**src/rtl/alu_pkg.sv**
```systemverilog
// alu_pkg: shared ALUop constants, buffer states and result-entry type
package alu_pkg;
  localparam logic [3:0] OP_AND = 4'b0100;
  localparam logic [3:0] OP_OR  = 4'b0101;
  localparam logic [3:0] OP_XOR = 4'b0110;
  localparam logic [3:0] OP_NOR = 4'b0111;
  localparam logic [1:0] LOGIC_CLASS = 2'b01;
  typedef enum logic [1:0] {EMPTY, ONE, TWO} buf_state_t;
  typedef struct packed {
    logic [31:0] result;
    logic [3:0]  op;
    logic [4:0]  rd;
    logic        zero;
    logic        neg;
  } alu_entry_t;
endpackage

```
**src/rtl/alu_result_entry.sv**
```systemverilog
// alu_result_entry: one buffer slot with load enable, cleared on reset
module alu_result_entry #(
  parameter type T = alu_pkg::alu_entry_t
) (
  input  logic clk,
  input  logic reset,
  input  logic load,
  input  T     d,
  output T     q
);
  always_ff @(posedge clk)
    if (reset) q <= '0;
    else if (load) q <= d;
endmodule

```
**src/rtl/alu_result_buffer.sv**
```systemverilog
// alu_result_buffer: 2-entry FIFO between ALU and writeback with stored zero/neg flags
module alu_result_buffer
  import alu_pkg::*;
#(
  parameter int WIDTH = 32,
  parameter int RW    = 5,
  parameter int CNTW  = 16
) (
  input  logic             clk,
  input  logic             reset,
  input  logic             in_valid,
  output logic             in_ready,
  input  logic [WIDTH-1:0] in_result,
  input  logic [3:0]       in_op,
  input  logic [RW-1:0]    in_rd,
  output logic             out_valid,
  input  logic             out_ready,
  output logic [WIDTH-1:0] out_result,
  output logic [3:0]       out_op,
  output logic [RW-1:0]    out_rd,
  output logic             out_wen,
  output logic             out_zero,
  output logic             out_neg,
  output logic [CNTW-1:0]  logic_cnt
);
  typedef struct packed {
    logic [WIDTH-1:0] result;
    logic [3:0]       op;
    logic [RW-1:0]    rd;
    logic             zero;
    logic             neg;
  } entry_t;
  buf_state_t state;
  entry_t head, tail, in_entry, head_d;
  logic push, pop, head_load, tail_load;
  assign in_ready  = state != TWO;
  assign out_valid = state != EMPTY;
  assign push = in_valid && in_ready;
  assign pop  = out_valid && out_ready;
  assign in_entry = '{result: in_result, op: in_op, rd: in_rd,
                      zero: in_result == '0, neg: in_result[WIDTH-1]};
  // head refills from tail when draining TWO, otherwise from the incoming entry
  assign head_d    = state == TWO ? tail : in_entry;
  assign head_load = state == TWO ? pop : push && (state == EMPTY || pop);
  assign tail_load = push && !pop && state == ONE;
  alu_result_entry #(.T(entry_t)) u_head (
    .clk(clk), .reset(reset), .load(head_load), .d(head_d), .q(head)
  );
  alu_result_entry #(.T(entry_t)) u_tail (
    .clk(clk), .reset(reset), .load(tail_load), .d(in_entry), .q(tail)
  );
  always_ff @(posedge clk)
    if (reset) state <= EMPTY;
    else state <= state == EMPTY ? (push ? ONE : EMPTY) :
                  state == ONE   ? (push && !pop ? TWO : pop && !push ? EMPTY : ONE) :
                                   (pop ? ONE : TWO);
  always_ff @(posedge clk)
    if (reset) logic_cnt <= '0;
    else if (pop && head.op[3:2] == LOGIC_CLASS && !(&logic_cnt))
      logic_cnt <= logic_cnt + CNTW'(1);
  assign out_result = head.result;
  assign out_op     = head.op;
  assign out_rd     = head.rd;
  assign out_zero   = head.zero;
  assign out_neg    = head.neg;
  assign out_wen    = out_valid && head.rd != '0;
endmodule

```
**config.mk**
```make
export PLATFORM = sky130hd
export DESIGN_NAME = alu_result_buffer
export DESIGN_NICKNAME = d
export VERILOG_FILES = /design/src/rtl/alu_pkg.sv /design/src/rtl/alu_result_entry.sv /design/src/rtl/alu_result_buffer.sv
export SDC_FILE = /design/constraint.sdc
export NUM_CORES = 1
export LEC_CHECK = 0
export CAP_MARGIN = 30
export CORE_MARGIN = 8
export CORE_UTILIZATION = 25
export DETAILED_ROUTE_END_ITERATION = 6
export SYNTH_ARGS = -nofsm -noshare
export SYNTH_HDL_FRONTEND = slang
export SYNTH_SLANG_ARGS = --single-unit
```
**constraint.sdc**
```tcl
create_clock -name clk -period 3.6 [get_ports clk]
set_input_delay 0.72 -clock clk [delete_from_list [all_inputs] [get_ports clk]]
set_output_delay 0.72 -clock clk [all_outputs]
set_load 0.01 [all_outputs]
```
Word-level counts from Yosys, hierarchy flattened
Cells that the tools add are included.

storage, ports and cells
  word-level logic and storage cells = 43
  bits in registers = 104
  bits of input ports = 45
  output and inout port bits = 62

cells by class
  mux-type cells = 8
  reduce and logical (&&, ||, !) cells = 18
  eq/ne operators = 4
  add/subtract/negate cells = 1

operators with widths
  operator                                                               number
  43-bit two-way mux                                                     1
  32-bit logical NOT                                                     1
  16-bit by 1-bit adder with 16-bit output, second input constant        1
  16-bit AND reduction                                                   1
  1-bit logical AND                                                      9
  2-bit two-way mux                                                      4
  5-bit nonzero test                                                     1
  2-bit by 1-bit equality test with 1-bit output, second input constant  2
  1-bit logical NOT                                                      3
  1-bit two-way mux                                                      3
  2-bit equality test, second input constant                             1
  2-bit logical NOT                                                      1
  2-bit inequality test, second input constant                           1
  2-bit nonzero test                                                     1
  1-bit logical OR                                                       1

Logic depth before layout (Yosys ltp)
  depth after elaboration = 8
  depth in mapped cells = 11
  mapped depth without buffers = 7

Cells and area by module
A second synthesis with hierarchy kept.

unflattened totals
  cell total of the unflattened synthesis = 549
  area total of the unflattened synthesis = 4735.8 µm²

by module, submodules not included
  module             times used  cells an instance  area each (µm²)  seq. area each (µm²)
  alu_result_entry   2           139                1564.0           860.8
  alu_result_buffer  1           271                1607.8           360.3

Least setup slack after synthesis
OpenSTA, ideal clock, no wires.

  kind = register to register
  start point = register state[1]
  end point = register u_tail.q[11] (netlist name)
  buffers on the path = 3
  library setup time = 0.070 ns
  stages on the path, launching flop included = 11
  period minus slack after synthesis = 2.028 ns
  arrival = 1.958 ns
  path slack = 1.572 ns
  required time = 3.530 ns
  cells stage by stage = dfxtp_1 -> nor2b_1 -> buf_2 -> inv_2 -> buf_2 -> and2_1 -> ha_1 -> nand3b_1 -> clkbuf_1 -> nand2_1 -> a21oi_1

on the way
  elaborated cells on any way between the ends = 8
  those cells by class = eq/ne (2); reduce/logical (6)

RTL lines
  item                            RTL line                 RTL
  from (decl)                     alu_result_buffer.sv:33  buf_state_t state;
  from (signal assigned)          alu_result_buffer.sv:54  else state <= state == EMPTY ? (push ? ONE : EMPTY) :
  2-bit inequality test           alu_result_buffer.sv:36  assign in_ready = state != TWO;
  via in_ready                    alu_result_buffer.sv:12  output logic in_ready,
  1-bit logical AND               alu_result_buffer.sv:38  assign push = in_valid && in_ready;
  1-bit logical AND (2 in a row)  alu_result_buffer.sv:45  assign tail_load = push && !pop && state == ONE;
  to (signal assigned)            alu_result_entry.sv:12   if (reset) q <= '0;
  to (signal assigned)            alu_result_entry.sv:13   else if (load) q <= d;
  to (decl)                       alu_result_entry.sv:9    output T q

The timed path passes the listed nets, and every way through them passes these cells.
A chain may end at the register's enable or synchronous reset.

Worst setup path after layout
  start point = register u_head.q[2] (netlist name)
  end point = output out_wen

on the way
  cells in the longest elaborated chain, start to end = 2

RTL lines
  item                    RTL line                 RTL
  from (decl)             alu_result_entry.sv:9
  from (signal assigned)  alu_result_entry.sv:12
  from (signal assigned)  alu_result_entry.sv:13
  5-bit nonzero test      alu_result_buffer.sv:66  assign out_wen = out_valid && head.rd != '0;
  1-bit logical AND       alu_result_buffer.sv:66
  to (decl)               alu_result_buffer.sv:21  output logic out_wen,

No other way between the ends.

==> flow_summary_export.csv <==
group,metric,value,unit
yosys,ys.warnings.count,0,
power,total_leakage_power,2.01,nW
routing,met2_length,6000,um
run_status,outcome,"finished, final reports clean",
worst_setup_path,worst-path-stages,3,
worst_setup_path,arrival,1.88,ns
finish,fillCellCount,1836,
worst_setup_path,crit_end,"out_wen",
routing,wl_met3,710,um
worst_setup_path,crit_buf_inv,1,
finish,final_net_count,679,
global_route,overflow,0,
power,vdd_drop_max,0.268,mV
cts,cts.repair_timing.setup_buffer_count,0,
placed_design,dp_hpwl,8880,um
global_route,antenna_found_initial,0,
worst_setup_path,reg2reg_slack,1.38,ns
sta,rsz0062_at_grt,"false",
yosys,synth-seq-cells,102,
floorplanning,core_region_area,17100,um^2
yosys,synth_compound_area_share,18.8,%
worst_setup_path,worst_setup_path_end_kind,"output pin",
finish,finalInstanceArea,5860,um^2
worst_setup_path,cp.required,2.88,ns
floorplanning,die_area,21800,um^2
cts,cts_buffers,9,
sta,slew_headroom,38.4,%
routing,first_iter_violations,184,
cts,cts_resized,0,
sta,max_clock_freq,0.384,GHz
routing,routed_wl,13000,um
routing,wl_per_cell,15.1,um
placed_design,gp_congestion,0.718,
worst_setup_path,cp-start-kind,"register",
routing,highest_layer,"met4",
cts,clk_pin_slew,0.07,ns
cts,cts_tree,"yes",
routing,drtPass1Iterations,4,
finish,antenna_cells,0,
floorplanning,die_w,148,um
worst_setup_path,critical_path.top_delay_family,"simple AND/OR/NAND/NOR gates",
sta,period_minus_slack,2.60,ns
floorplanning,start_util,25.3,%
cts,clock_tree.root_cell,"clkbuf_16",
yosys,syn_avg_cell_area,7.92,um^2
yosys,yosysUniqueCellTypes,44,
worst_setup_path,path_class,"reg2out",
yosys,postSynthCellCount,547,
yosys,synthXorXnorAreaFrac,0,%
finish,final_common_cell,"nand2_1",
yosys,yosysSeqAreaShare,47.1,%
yosys,synth_top_family_by_area,"simple AND/OR/NAND/NOR gates",
finish,drive_above_1_share,5.49,%
global_route,grt_pass1_vias,4062,
cts,hold_buffers,0,
placed_design,postPlaceCellArea,5580,um^2
cts,clock_path_buffers,2,
floorplanning,pin_count,107,
worst_setup_path,crit_chain,"or4_1 -> o21a_1 -> clkdlybuf4s50_1",
routing,wl_met1,6050,um
yosys,synth_mux_area_share,0.751,%
hold_path,hold_path_class,"reg2reg",
run,max-cap-violations,0,
worst_setup_path,r2r-start,"state[1]",
worst_setup_path,worst-r2r-cell-count,8,
finish,area_delta_synth_final,35.4,%
sta,hold_viol,0,
sta,finalSetupTns,0,ns
worst_setup_path,r2r_end,"u_tail.q[17]",
floorplanning,die_y,148,um
finish,mostFrequentLayoutCells,"170 x nand2_1, 105 x clkdlybuf4s50_1, 102 x dfxtp_1",
cts,cts.htree.levels,3,
sta,setup_viol,0,
placed_design,io_buffer_count,106,
routing,ant_nets,0,
yosys,netlist_area,4330,um^2
yosys,synthesis.nets,594,
yosys,synthAdderAreaFrac,0.578,%
power,power_density,452,nW/um^2
global_route,grt_first_pass_wirelength,21100,um
routing,drt-vias-per-instance,4.80,
worst_setup_path,worst_path_max_delay_cell,"or4_1",
floorplanning,rows,48,
sta,drv_slew,0,
cts,clock-sinks,102,
routing,via_count,4135,
global_route,groute.usage.overall,11.9,%
yosys,synth-simple-area-share,28.0,%
worst_setup_path,max_stage_delay,0.53,ns
worst_setup_path,critPathMaxFanout,3,
global_route,grt_max_degree,49,
sta,finalCritPeriodShare,72.3,%
worst_setup_path,crit_start,"u_head.q[2]",
cts,clock_latency,0.35,ns
sta,tightest_slew,0.916,ns
hold_path,hp-start,"u_tail.q[10]",
sta,finClkSkew,0.00818,ns
routing,drc,0,
## kinds of logic after synthesis
kind of cell,after synthesis
compound gates,121
fa+ha+maj,2
buf+inv,47
flops,102
mux,3
simple gates,272
## registers in the layout, summed over array words and instances (netlist names)
signal	count
u_tail.q	42
logic_cnt	16
state	2
u_head.q	42
## synth_stat cells, drive strengths merged
library cell / n / area, um^2
nand2: 170 / 638
dfxtp: 102 / 2040
a21oi: 55 / 275
nor2: 43 / 161
a311oi: 41 / 359
clkbuf: 26 / 97.6
buf: 15 / 82.6
nand4: 12 / 87.6
nor4: 11 / 75.1
or4: 9 / 67.6
o31ai: 8 / 60.1
inv: 6 / 22.5
o21ai: 6 / 30.0
and4: 5 / 43.8
nor3: 4 / 25.0
or3: 4 / 25.0
nand3: 3 / 15.0
o21a: 3 / 23.8
a31oi: 2 / 12.5
and2: 2 / 12.5
ha: 2 / 25.0
mux2: 2 / 22.5
nor2b: 2 / 12.5
or2: 2 / 12.5
a211oi: 1 / 7.51
and2b: 1 / 7.51
and3b: 1 / 8.76
mux2i: 1 / 10.0
nand2b: 1 / 6.26
nand3b: 1 / 7.51
o211a: 1 / 10.0
o311a: 1 / 10.0
o311ai: 1 / 8.76
o31a: 1 / 8.76
o41ai: 1 / 8.76
or3b: 1 / 8.76
## per-stage QoR
step	hold slack, ns	util (%)	setup WS (ns)	total power, W	cells
final	0.455	34.3	0.997	0.00265	862
after global routing	0.473	34.3	0.943	0.00279	862
after CTS	0.456	34.3	0.962	0.00270	862
after detailed placement	0.447	32.6	0.820	0.00172	846
after global placement	0.443	32.6	0.891	0.00171	846
after floorplan	0.437	-	1.57	0.00148	547
## power breakdown
group | switching [W] | internal [W] | leakage [nW]
Sequential | 0.0000443 | 0.00120 | 0.835
Clock | 0.000430 | 0.000538 | 0.137
Combinational | 0.000224 | 0.000211 | 1.03
Total | 0.000699 | 0.00195 | 2.01
## layout make-up
| type | count | area (um^2) | area share (%) |
|---|---|---|---|
| inverters | 6 | 22.5 | 0.384 |
| clock inverters | 4 | 47.5 | 0.811 |
| repair buffers | 115 | 1130 | 19.2 |
| well taps | 225 | 282 | 4.80 |
| clock buffers | 12 | 236 | 4.03 |
| multi-input cells | 398 | 2110 | 35.9 |
| flip-flops and latches | 102 | 2040 | 34.8 |
## worst min-delay path, cell delays in order (launching register included)
cell,delay [ns]
dfxtp_1,0.31
nand2_1,0.05
a21oi_1,0.05
## per-layer routing
metal / up-vias / global-route usage [%]
met5: - / 0
met3: 13 / 3.30
met1: 1921 / 14.7
met2: 94 / 19.3
met4: 0 / 4.95
li1: 2107 / -
## worst min path at each step
stage                        end  cells after the start  slack, ns
floorplan            u_tail.q[0]                      2       0.44
global placement    u_tail.q[26]                      2       0.44
detailed placement  u_tail.q[35]                      2       0.45
CTS                 u_tail.q[35]                      2       0.46
global route        u_tail.q[35]                      2       0.47
finish              u_tail.q[10]                      2       0.45
(Power assumes the default switching activity.)
==> variant: new RTL, same settings <==
Re-encode `buf_state_t` (3 states) as one-hot, 3 bits wide.
--- a/src/rtl/alu_pkg.sv
+++ b/src/rtl/alu_pkg.sv
@@ -5,7 +5,7 @@
   localparam logic [3:0] OP_XOR = 4'b0110;
   localparam logic [3:0] OP_NOR = 4'b0111;
   localparam logic [1:0] LOGIC_CLASS = 2'b01;
-  typedef enum logic [1:0] {EMPTY, ONE, TWO} buf_state_t;
+  typedef enum logic [2:0] {EMPTY = 3'b001, ONE = 3'b010, TWO = 3'b100} buf_state_t;
   typedef struct packed {
     logic [31:0] result;
     logic [3:0]  op;
Formal check against the unedited RTL: same outputs for any inputs over 10 cycles, from zero or initial values and one cycle with reset high; not proved beyond that.
==> variant against the unedited design <==
Final area rose by 3.3%. Die area rose by 3.6%. Largest power group unchanged. Worst setup slack got worse by 0.15 ns. Wire length rose by 4.8%. Core utilization fell by 0.31 points. Synthesized area rose by 4.1%. Sequential cell count rose by 1. Final cell count fell by 3.7%. Power rose by 3.6%. Sequential share of layout area fell by 0.78 points. Clock power rose by 10%. Global-route usage rose by 0.14 points.
==> variant: results (changes against the unedited design) <==
- The met2 track demand over resource is 19.53% (was 19.33%).
- The wire length on met1 came to 6232 µm (was 6052 µm).
- The overall fraction of global-route tracks in use came to 12.09% (was 11.95%).
- The worst ir drop on vdd is 0.0002866 V (was 0.0002676 V).
- The total number of vias is 4017 (was 4135).
- The total cell area at the placement stage is 5734 µm² (was 5579 µm²).
- The global-route met3 utilization is 4.328% (was 3.302%).
- The source of the critical timing path is state[0] (was u_head.q[2]).
- The leakage power is 2.255 nW (was 2.006 nW).
- The fraction of standard cell area that is sequential is 34.05% (was 34.83%).
- The count of non-CTS buffers in the layout is 114 (was 115).
- The share of synthesized cell area in full adder, half adder and majority cells is 0.2775% (was 0.5777%).
- The post-route worst hold slack is 0.4535 ns (was 0.4549 ns).
- The total number of multi-input combinational cells is 364 (was 398).
- The synthesized netlist net count was 560 (was 594).
- The total power density per cell area came to 453.5 nW/µm² (was 452.2 nW/µm²).
- The compound-gate portion of the synthesized area is 16.74% (was 18.80%).
- Status: complete, no violations (unchanged).
- The number of distinct library cells after synthesis is 46 (was 44).
- The number of vias per cell after detailed routing is 4.840 (was 4.797).
- The post-synthesis to final-layout area growth was 34.33% (was 35.36%).
- The top fanout value on the critical path is 8 (was 3).
- The total instance count after detailed placement is 814 (was 846).
- The setup clock skew after layout is 0.007072 ns (was 0.008176 ns).
- The final-layout clock buffer total came to 10 (was 12).
- The critical path's slowest cell was sky130_fd_sc_hd__or3b_1 (was sky130_fd_sc_hd__or4_1).
-- variant: changes by cell type after synthesis, moves of 3 or more --
cell | unedited run | this run
sky130_fd_sc_hd__a211oi_1 | 1 | 43
sky130_fd_sc_hd__a311oi_1 | 41 | 2
sky130_fd_sc_hd__and3_1 | 0 | 3
sky130_fd_sc_hd__mux2i_1 | 1 | 42
sky130_fd_sc_hd__nand2_1 | 170 | 89
sky130_fd_sc_hd__nand3_1 | 3 | 7
sky130_fd_sc_hd__nand4_1 | 10 | 4
sky130_fd_sc_hd__nor2_1 | 43 | 9
sky130_fd_sc_hd__nor3_1 | 3 | 43
-- variant: worst max-delay path, delay by kind of cell (launching register included) --
| kind | cells | cell delay (ns) |
|---|---|---|
| and+or+nand+nor | 1 | 0.58 |
| buffers and inverters | 1 | 0.48 |
| DFF | 1 | 0.43 |
| AOI/OAI and AO/OA | 1 | 0.20 |
